`src/rtl/mdio_transaction_engine.sv`:
```
// -----------------------------------------------------------------------------
// mdio_transaction_engine
//
// Clause-22 style MDIO management master. One read or write request launches
// a full 64-bit frame: 32 preamble ones, a 14-bit header (ST, OP, PHYAD,
// REGAD), a 2-bit turnaround and 16 data bits. MDC is derived from clk by
// dividing with CLK_DIV, so every bit lasts 2*CLK_DIV clk cycles. MDC is low
// for the first half of the bit and high for the second half.
//
// Parameters
//   CLK_DIV       MDC half-period in clk cycles (2..255)
//
// Ports
//   clk           core clock, all logic on its rising edge
//   rst           synchronous active-high reset
//   phy_md_addr   PHY address, captured with the request
//   phy_reg_addr  register address, captured with the request
//   phy_wr_data   write data, captured with the request
//   phy_reg_wr    single-cycle write request (wins over a simultaneous read)
//   phy_reg_rd    single-cycle read request
//   phy_rd_data   result of the last completed read
//   mdio_busy     high while a frame is on the wire
//   mdc           MDIO management clock
//   mdio_out      MDIO data driven by the engine
//   mdio_oe       MDIO output enable, 1 = drive
//   mdio_in       MDIO pad input, already synchronized to clk
// -----------------------------------------------------------------------------
module mdio_transaction_engine #(
  parameter int CLK_DIV = 20
) (
  input  logic        clk,
  input  logic        rst,
  input  logic [4:0]  phy_md_addr,
  input  logic [4:0]  phy_reg_addr,
  input  logic [15:0] phy_wr_data,
  input  logic        phy_reg_wr,
  input  logic        phy_reg_rd,
  output logic [15:0] phy_rd_data,
  output logic        mdio_busy,
  output logic        mdc,
  output logic        mdio_out,
  output logic        mdio_oe,
  input  logic        mdio_in
);

  typedef enum logic [2:0] {
    IDLE,
    PREAMBLE,
    HEADER,
    TURNAROUND,
    DATA
  } state_t;

  // Last value of the divider within one MDC half-period.
  localparam logic [7:0] DIV_LAST = 8'(CLK_DIV - 1);

  // Index of the last bit of each frame section (bits numbered 0..63).
  localparam logic [5:0] LAST_PRE  = 6'd31;
  localparam logic [5:0] LAST_HDR  = 6'd45;
  localparam logic [5:0] LAST_TA   = 6'd47;
  localparam logic [5:0] LAST_BIT  = 6'd63;

  state_t      state;
  logic [5:0]  bit_cnt;
  logic [7:0]  div_cnt;
  logic        is_read;
  logic [62:0] tx_shift;
  logic [15:0] rx_shift;

  logic        request;
  logic [1:0]  req_op;
  logic [1:0]  req_ta;
  logic [15:0] req_data;
  logic [62:0] frame_tail;

  // Bit 0 of the frame (a preamble one) goes out directly on the request
  // edge, so the shift register only needs to hold bits 1..63. For reads the
  // turnaround and data positions are filled with ones; they are never driven
  // because the output enable is dropped for those bits.
  always_comb begin
    request    = phy_reg_wr | phy_reg_rd;
    req_op     = phy_reg_wr ? 2'b01 : 2'b10;
    req_ta     = phy_reg_wr ? 2'b10 : 2'b11;
    req_data   = phy_reg_wr ? phy_wr_data : 16'hFFFF;
    frame_tail = {31'h7FFF_FFFF, 2'b01, req_op, phy_md_addr, phy_reg_addr,
                  req_ta, req_data};
  end

  // Frame sequencer. The divider counts clk cycles inside each MDC half;
  // at the end of the low half MDC rises and read data is sampled, at the
  // end of the high half MDC falls and the next bit is presented, so data
  // and enable only ever change together with the falling MDC edge.
  always_ff @(posedge clk) begin
    if (rst) begin
      state       <= IDLE;
      mdio_busy   <= 1'b0;
      mdc         <= 1'b0;
      mdio_oe     <= 1'b0;
      mdio_out    <= 1'b1;
      phy_rd_data <= 16'h0000;
      bit_cnt     <= 6'd0;
      div_cnt     <= 8'd0;
      is_read     <= 1'b0;
      tx_shift    <= '0;
      rx_shift    <= 16'h0000;
    end else begin
      case (state)
        IDLE: begin
          if (request) begin
            state     <= PREAMBLE;
            mdio_busy <= 1'b1;
            mdc       <= 1'b0;
            mdio_oe   <= 1'b1;
            mdio_out  <= 1'b1;
            is_read   <= ~phy_reg_wr;
            tx_shift  <= frame_tail;
            rx_shift  <= 16'h0000;
            bit_cnt   <= 6'd0;
            div_cnt   <= 8'd0;
          end
        end

        default: begin
          if (div_cnt != DIV_LAST) begin
            div_cnt <= div_cnt + 8'd1;
          end else begin
            div_cnt <= 8'd0;
            if (!mdc) begin
              mdc <= 1'b1;
              // Turnaround bits are deliberately not captured.
              if (state == DATA && is_read) begin
                rx_shift <= {rx_shift[14:0], mdio_in};
              end
            end else begin
              mdc <= 1'b0;
              if (bit_cnt == LAST_BIT) begin
                state     <= IDLE;
                mdio_busy <= 1'b0;
                mdio_oe   <= 1'b0;
                mdio_out  <= 1'b1;
                bit_cnt   <= 6'd0;
                if (is_read) begin
                  phy_rd_data <= rx_shift;
                end
              end else begin
                bit_cnt  <= bit_cnt + 6'd1;
                tx_shift <= {tx_shift[61:0], 1'b1};
                // From bit 46 onward a read releases the line to the PHY.
                if (is_read && bit_cnt >= LAST_HDR) begin
                  mdio_oe  <= 1'b0;
                  mdio_out <= 1'b1;
                end else begin
                  mdio_oe  <= 1'b1;
                  mdio_out <= tx_shift[62];
                end
                if (bit_cnt == LAST_PRE) begin
                  state <= HEADER;
                end else if (bit_cnt == LAST_HDR) begin
                  state <= TURNAROUND;
                end else if (bit_cnt == LAST_TA) begin
                  state <= DATA;
                end
              end
            end
          end
        end
      endcase
    end
  end

endmodule

```
`config.mk`:
```
export PLATFORM = sky130hd
export DESIGN_NAME = mdio_transaction_engine
export DESIGN_NICKNAME = d
export VERILOG_FILES = /design/src/rtl/mdio_transaction_engine.sv
export SDC_FILE = /design/constraint.sdc
export NUM_CORES = 1
export LEC_CHECK = 0
export CAP_MARGIN = 40
export CELL_PAD_IN_SITES_DETAIL_PLACEMENT = 1
export CELL_PAD_IN_SITES_GLOBAL_PLACEMENT = 2
export CORE_MARGIN = 3
export CORE_UTILIZATION = 31
export CTS_CLUSTER_SIZE = 20
export DETAILED_ROUTE_END_ITERATION = 7
export GPL_TIMING_DRIVEN = 1
export PLACE_DENSITY_LB_ADDON = 0.1
export SKIP_CTS_REPAIR_TIMING = 1
export SYNTH_ARGS = -nofsm -noshare
export SYNTH_HDL_FRONTEND = slang
export SYNTH_SLANG_ARGS = --single-unit
```
`constraint.sdc`:
```
create_clock -name clk -period 2.1 [get_ports clk]
set_input_delay 0.315 -clock clk [delete_from_list [all_inputs] [get_ports clk]]
set_output_delay 0.315 -clock clk [all_outputs]
set_load 0.02 [all_outputs]
```
; ---- Yosys cells after proc, flatten, opt, wreduce, memory -nomap -nowiden
; Cells that the tools add are included.
[op_classes]
reduce_logical = 15
n_mux = 48
div = 0
bitwise_logic = 4
n_shift = 0
n_lt_le_gt_ge = 1
multipliers = 0
addsub = 2
n_eq_ne = 10
[ops]
columns = op, count
row1 = $mux 63, 5
row2 = $mux 16, 6
row3 = $mux 6, 5
row4 = $mux 3, 8
row5 = $mux 8, 3
row6 = $mux 1, 20
row7 = $eq 6x6->1 const B, 3
row8 = $reduce_and 4->1, 4
row9 = $add 8x1->8 const B, 1
row10 = $ne 8x5->1 const B, 1
row11 = $add 6x1->6 const B, 1
row12 = $eq 6x5->1 const B, 1
row13 = $ge 6x6->1 const B, 1
row14 = $ne 2x1->1 const B, 3
row15 = $reduce_bool 2->1, 3
row16 = $reduce_and 5->1, 1
row17 = $reduce_bool 5->1, 1
row18 = $reduce_and 2->1, 2
row19 = $eq 3x3->1 const B, 1
row20 = $logic_not 3->1, 1
row21 = $not 1->1, 3
row22 = $reduce_and 3->1, 1
row23 = $logic_and 1x1->1, 2
row24 = $mux 2, 1
row25 = 2 further kinds, 2
[word_totals]
mem_bits_ro = 0
mem_bits_rw = 0
register_bits = 117
mem_count = 0
out_inout_bits = 20
input_bits = 31
latchBits = 0
wordCells = 91

; ---- Depth between registers and ports, before layout
; Gate-level depths: netlist of run 1.
[logic_depth]
depth_word = 8
depth_mapped = 8
mapped_depth_nobuf = 6

; ---- Worst setup path after synthesis of run 1
; OpenSTA, ideal clock, no wires.
[synth_timing]
kind = reg2reg
from = reg div_cnt[0]
to = reg tx_shift[12]
arrival_time_ns = 1.849
slack_ns = 0.128
setup_time_ns = 0.123
path_stages_with_launch = 9
t_required_ns = 1.977
cell_sequence = dfxtp_1 -> ha_1 -> nor4bb_1 -> buf_2 -> and4_4 -> buf_6 -> a21oi_4 -> buf_6 -> mux2_1
[synth_via]
elab_chain_len = 3
[synth_rtl]
columns = item, line
row1 = "start, declared", 65  ; logic [7:0] div_cnt;
row2 = "start signal, assigned", 125  ; div_cnt <= div_cnt + 8'd1;
row3 = $ne 8x5->1, 124  ; if (div_cnt != DIV_LAST) begin
row4 = $ne 2x1->1 (no line), --
row5 = $reduce_and 4->1 (no line), --
row6 = "end signal, assigned", 116  ; tx_shift <= frame_tail;
row7 = "end signal, assigned", 147  ; tx_shift <= {tx_shift[61:0], 1'b1};
row8 = "end, declared", 67  ; logic [62:0] tx_shift;
; No other way between the ends.
; A chain may end at the register's enable or synchronous reset.

; ---- Final worst setup path of run 1
[layout_timing]
from = reg state[2]
to = reg tx_shift[36]
[layout_via]
elab_chain_len = 3
elab_cells_between_ends = 7
cone_classes = eq/ne (3) / mux (1) / reduce/logical (3)
[layout_rtl]
columns = item, line
row1 = "start, declared", 63  ; state_t state;
row2 = "start signal, assigned", 95  ; state <= IDLE;
row3 = "start signal, assigned", 110  ; state <= PREAMBLE;
row4 = "start signal, assigned", 137  ; state <= IDLE;
row5 = $logic_not 3->1 *, 107  ; case (state)
row6 = "$ne 2x1->1 (no line), or another cell as far along", --
row7 = $reduce_and 4->1 (no line), --
; Mark *: on every way between the ends. The rest lies on a longest branch, timed or not.

==> results.md, run 1 <==
* Clock Tree Buf Depth at 2
* Worst-Skew Late Latency at between 0.4 and 0.5 ns
* Clk root buf: clkbuf_16
* Setup TNS at 0 ns
* Sw Share at 0.350
* Worst Path Required at approximately 2.4 ns
* Vias after detailed routing at roughly 4800
* Antenna violations before repair at 0
* CP Max Fanout at 34
* R2r setup slk at between 0.07 and 0.08 ns
* Crit Path Class: reg2reg
* Most numerous cell in the Yosys netlist: dfxtp_1
* Total power at around 9.1 mW
* Post-route ant nets at 0
* Slowest CP cell: or3_2
* Worst Max-Slew Pin Slew at about 0.64 ns
* Worst Setup End Kind: register
* Final net count at between 700 and 800
* Max Cap Violations at 0
* Post-synthesis cell type count at 52
* I/O pin cnt at 51
* Total grt overflow at 0
* Sequence of cells on the critical path: or3_2, buf_12, nor2_4, buf_12, nor2_1, a211oi_1
* Worst Path Arrival at ~2.3 ns
* Post-Route WL at ~15 mm
* Vias/cell at roughly 5.3
* Crit path largest cell delay at 0.55 ns
* IO Port Bufs at 50
* Slew Limit Fails at 0
* Status: finished clean
* Most frequent cells after synthesis: dfxtp_1 (117), nand3_1 (56), nor2_1 (55), nor3_1 (52), a211oi_1 (51)
* Reg power frac at 0.338
* Initial DRC count at between 150 and 200
* Worst R2R Start: state[2]
* Clock power frac at 0.309
* Pint at 5.89 mW
* CTS Sinks at about 120
* First-pass GRT wire length at 25.1 mm
* Die width at between 100 and 150 um
* CP bufs+invs at 2
* Min cycle time layout at ~2.0 ns
* Worst-path clk slew at around 0.05 ns
* Routing usage on met1 at 0.218
* Area of placed instances at 0.00618 sq mm
* Switch Pwr at ~3.2 mW
* Synthesized area per cell at ~8.4 sq um
* Yosys warning count at 0
* Area grow syn2layout at 28.4%
* Sequential share of the synthesized area at 0.442
* Residual DRC count at 0
* Gate power share at 0.353
* Layout cells sized above 1 at 0.129
* Worst rel slew slack at 0.576
* Worst Hold Path Cells at 3
* Max Clk Rate at a little under 500 MHz
* Largest net degree at the start of global routing at between 100 and 150
* Min-delay src: rst
* M2 GR Usage at 0.274
* H-tree levels at 4
* Worst r2r path cells at 6
* Async S/R FF share, synth at 0
* Worst setup margin at 0.0766 ns
* Total track usage at 0.168
* CP delay by family, top: simple AND/OR/NAND/NOR gates
* CTS tree: built
* Final setup vio count at 0
* RSZ-0062 raised after global routing: false
* Leading area contributor after synthesis: dfxtp_1
* Post-layout utilization of the core at 0.409
* Vias in the first global route at 5030
* End of the worst register-to-register path: tx_shift[36]
* Post-synthesis cell area at between 0.005 and 0.006 sq mm
* Period utilization at 0.964
* Final HPWL from detailed placement at approximately 9.2 mm
* CTS Buf Count at 17
* Startpoint types: register
* Starting Density at 0.318
* Leak at approximately 2.5 nW
* Crit-path most repeated cell: buf_12
* Final GP Congestion at about 0.81
* VDD IR-drop max at roughly 0.51 mV
* Final Skew at around 0.009 ns
* DRT Pass-1 Iters at 4
* PD cells at between 1000 and 1500 mW/mm^2
* Final Hold Viols at 0
* Dpl ws at -0.0394 ns
* Synth area leaders: dfxtp_1 (44%), a211oi_1 (7.2%), nand3_1 (5.3%)
* Num rows at 47
* Ys flop type: dfxtp_1
* Grt met3 use at 0.0408
* Cells after Synth at between 600 and 700
* Post-route cell area at 0.00680 sq mm
* Die area at 0.0187 sq mm
* Worst hold path type: in2reg
* Most used routing layer: met2
* CORE AREA at ~0.017 sq mm
* ANT cells at 0
* Synth top area share at 0.442
* Post-synth EDFFs at 0
* Crit path from: state[2]
* Worst Hold Endpoint: mdio_out
* DR WL/cell at roughly 17 um
* DIE HEIGHT at 137 um
* Syn nets at around 660
* Yosys reg bits at ~120
[layer usage]
metal,up-vias,share of wire
met5,-,0
met4,0,0.012
met3,14,0.023
met2,40,0.48
met1,2356,0.49
li1,2371,-
[power by group through the flow]
stage                     Sequential, mW  Clock (mW)  Combinational (mW)
after floorplan                     3.04           0                2.07
after global placement              3.09           0                3.02
after detailed placement            3.10           0                3.14
after CTS                           3.07        2.89                3.16
after global routing                3.14        2.99                3.57
final                               3.06        2.80                3.20
[state kept, by name (all words and copies together) (netlist names)]
| register | cells |
|---|---|
| is_read | 1 |
| mdio_out | 1 |
| state | 3 |
| mdio_oe | 1 |
| phy_rd_data | 16 |
| tx_shift | 63 |
| div_cnt | 8 |
| mdc | 1 |
| mdio_busy | 1 |
| rx_shift | 16 |
| bit_cnt | 6 |
[through the flow]
step / hold slack (ns) / instances
4_1_cts: 0.304 / 899
2_1_floorplan: 0.441 / 627
6_report: 0.275 / 902
3_5_place_dp: 0.461 / 868
3_3_place_gp: 0.458 / 868
5_1_grt: 0.272 / 902
[area by class of cell]
type,count,area (sq um)
Fill cell,1902,9840
Multi-Input combinational cell,442,2680
Sequential cell,117,2340
Timing Repair Buffer,86,915
Clock buffer,21,460
Tap cell,220,275
Clock inverter,10,106
Inverter,6,22.5
[worst max-delay path by stage]
stage,endpoint,slack [ns],depth (start not counted)
after floorplan,tx_shift[12],0.13,8
after global placement,bit_cnt[3],0.02,5
after global routing,tx_shift[18],0.005,6
after CTS,tx_shift[14],0.05,7
after detailed placement,bit_cnt[3],-0.04,5
final,tx_shift[36],0.08,6
[logic make-up (layout without fill, tap and decap cells)]
family | Yosys count | after routing | share of synthesized area
buf+inv | 68 | 123 | 0.0562
compound gates | 155 | 155 | 0.195
flops | 117 | 117 | 0.442
simple gates | 261 | 261 | 0.251
mux | 22 | 22 | 0.0458
fa+ha+maj | 4 | 4 | 0.00945
[worst reg2reg max path, delay by kind of cell, from the launching register on]
kind | cells | cell delay [ns]
flops | 1 | 0.34
compound gates | 1 | 0.28
simple gates | 3 | 0.87
buf+inv | 2 | 0.43
[cell usage in the layout, fill, tap and decap left out, drive strengths merged, types with 3 or more instances in the layout]
cell           netlist  routed
inv                  6       6
o21ai               23      23
and2                 4       4
a21oi               46      46
buf                 21      36
a211oi              51      51
o21a                 3       3
and3                 5       5
dfxtp              117     117
clkbuf              41      22
ha                   4       4
or3                  3       3
clkinv               0       7
nor3                54      54
nand3               56      56
mux2i                4       4
a311oi              15      15
a31oi                3       3
nor2b               18      18
nor3b               15      15
nand2               32      32
clkdlybuf4s50        0      49
nand2b               6       6
nor2                56      56
nand4                3       3
mux2                18      18
Note: power is estimated with default switching activity, not from simulation.
==> run 2, diff against run 1 <==
- CORE_MARGIN: 3 -> 8
==> run 2 against run 1 <==
  * Register-to-register slack is essentially flat
  * Largest cell class unchanged
  * Maximum frequency shrank 0.40%
  * Design area increased by 1.7%
  * Total power increased by 3.0%
  * Global-route usage down 1.9 points
  * Sequential share of layout area is 0.59 points lower
  * Die area grew 15%
  * Clock skew down 0.0026 ns
  * Worst hold slack gained 0.12 ns
  * Sequential cell count unchanged
  * Via count rose by 1.0%
==> results.md, run 2 (synthesis gave the netlist of run 1 again) <==
* Initial DRC count at 225 (was 175)
* CP bufs+invs at 1 (was 2)
* Vias after detailed routing at 4831 (was 4781)
* Final net count at 709 (was 705)
* Final Hold Viols at 0 (unchanged)
* Commonest non-fill, non-tap cell in the layout: dfxtp_1 (unchanged)
* Period utilization at 0.967 (was 0.964)
* Sequence of cells on the critical path: or3_2, and4_4, a21oi_4, buf_12, mux2_2 (was or3_2, buf_12, nor2_4, buf_12, nor2_1, a211oi_1)
* Clock Tree Buf Depth at 2 (unchanged)
* Final Skew at 0.00668 ns (was 0.00926 ns)
* Worst Max-Slew Pin Slew at 0.503 ns (was 0.636 ns)
* IO Port Bufs at 50 (unchanged)
* Layout cells sized above 1 at 0.143 (was 0.129)
* Area of placed instances at 0.00619 sq mm (was 0.00618 sq mm)
* Residual DRC count at 0 (unchanged)
* DIE HEIGHT at 147 um (was 137 um)
* RSZ-0062 raised after global routing: false (unchanged)
* Top reg by flops: tx_shift (unchanged)
* Post-route cell area at 0.00692 sq mm (was 0.00680 sq mm)
* Post-route ant nets at 0 (unchanged)
* Crit Path Class: reg2reg (unchanged)
* Max Cap Violations at 0 (unchanged)
* Worst rel slew slack at 0.665 (was 0.576)
* Worst setup margin at 0.0684 ns (was 0.0766 ns)
* Total grt overflow at 0 (unchanged)
* Die width at 147 um (was 137 um)
* Area grow syn2layout at 30.7% (was 28.4%)
* Total track usage at 0.149 (was 0.168)
* Antenna violations before repair at 0 (unchanged)
* Min-delay src: rst (unchanged)
* Worst R2R Start: state[0] (was state[2])
* Worst Path Arrival at 2.33 ns (about the same)
* Clk root buf: clkbuf_16 (unchanged)
* DRT Pass-1 Iters at 4 (unchanged)
* Crit path from: state[0] (was state[2])
* CTS Buf Count at 17 (unchanged)
* Worst hold path type: in2reg (unchanged)
* DR WL/cell at 17.2 um (was 16.9 um)
* Vias in the first global route at 5143 (was 5030)
* Final GP Congestion at 0.768 (was 0.808)
* Starting Density at 0.312 (was 0.318)
* Top Registers: tx_shift (63), phy_rd_data (16), rx_shift (16) (unchanged)
* Status: finished clean (unchanged)
* Slew Limit Fails at 0 (unchanged)
* Final HPWL from detailed placement at 9.85 mm (was 9.20 mm)
* CTS Sinks at 117 (unchanged)
* CORE AREA at 0.0170 sq mm (was 0.0166 sq mm)
* Startpoint types: register (unchanged)
* Dpl ws at -0.0175 ns (was -0.0394 ns)
* CP Max Fanout at 16 (was 34)
* Crit path largest cell delay at 0.59 ns (was 0.55 ns)
* Worst Path Required at 2.40 ns (was 2.41 ns)
* Worst Setup End Kind: register (unchanged)
* Max Clk Rate at 492 MHz (was 494 MHz)
* I/O pin cnt at 51 (unchanged)
* Final setup vio count at 0 (unchanged)
* Leak at 2.50 nW (was 2.46 nW)
* CP delay by family, top: simple AND/OR/NAND/NOR gates (unchanged)
* Num rows at 48 (was 47)
* PD cells at 1350 mW/mm^2 (was 1330 mW/mm^2)
* Slowest CP cell: or3_2 (unchanged)
* H-tree levels at 4 (unchanged)
* Most frequent cells in the layout: dfxtp_1 (116), nand3_1 (56), nor2_1 (55), nor3_1 (52), clkdlybuf4s50_1 (49) (was dfxtp_1 (116), nand3_1 (56), nor2_1 (55), nor3_1 (52), a211oi_1 (50))
* Die area at 0.0215 sq mm (was 0.0187 sq mm)
* First-pass GRT wire length at 26.3 mm (was 25.1 mm)
* Largest net degree at the start of global routing at 93 (was 134)
* Vias/cell at 5.30 (about the same)
* Worst-Skew Late Latency at 0.41 ns (was 0.42 ns)
* Min cycle time layout at 2.03 ns (was 2.02 ns)
* Worst-path clk slew at 0.05 ns (about the same)
* CTS tree: built (unchanged)
* Max reg flops at 63 (unchanged)
* Post-Route WL at 15.7 mm (was 15.3 mm)
* ANT cells at 0 (unchanged)
* VDD IR-drop max at 0.628 mV (was 0.514 mV)
run 2: changes by cell type in the layout (fill, tap and decap cells not counted), sizes merged:
cell / change
buf: +4
bufinv: +2
clkbuf: +2
clkinv: -4
clkinvlp: +1
run 2: where the power goes:
| group | total (mW) | internal, mW | switching (mW) |
|---|---|---|---|
| Clock | 3.05 | 2.04 | 1.01 |
| Sequential | 3.05 | 2.75 | 0.302 |
| Combinational | 3.23 | 1.37 | 1.86 |
run 2: cell type report:
cell class | count | area [sq um]
Fill cell | 1924 | 10100
Multi-Input combinational cell | 442 | 2730
Clock inverter | 9 | 150
Clock buffer | 23 | 468
Timing Repair Buffer | 90 | 931
Sequential cell | 117 | 2340
Inverter | 6 | 22.5
Tap cell | 225 | 282
run 2: worst register-to-register path, cell delays in order, from the launching register on:
cell,delay [ns]
dfxtp_1,0.35
or3_2,0.59
and4_4,0.27
a21oi_4,0.18
buf_12,0.17
mux2_2,0.35
run 2: path summary, 6_finish.rpt:
kind	endpoint	slack [ns]	cells after the start
worst max-delay path	tx_shift[7]	0.07	5
worst min-delay path	mdio_out	0.40	4
worst max register to register	tx_shift[7]	0.07	5
worst min register to register	rx_shift[15]	0.46	2
run 2: per-layer routing:
layer  GRT usage  part of all wire  vias up
met1       0.191              0.50     2381
met4      0.0510             0.014        0
met5           0                 0        -
li1            -                 -     2381
met3      0.0394             0.027       15
met2       0.236              0.46       54
run 2: stage by stage:
stage	util	setup TNS [ns]	power, mW	cells	hold WS, ns
after floorplan	-	0	5.11	627	0.441
after global placement	0.364	0	6.16	878	0.459
after detailed placement	0.364	-0.0466	6.28	878	0.455
after CTS	0.400	-0.473	9.41	910	0.383
after global routing	0.407	0	9.95	912	0.407
final	0.407	0	9.34	912	0.397
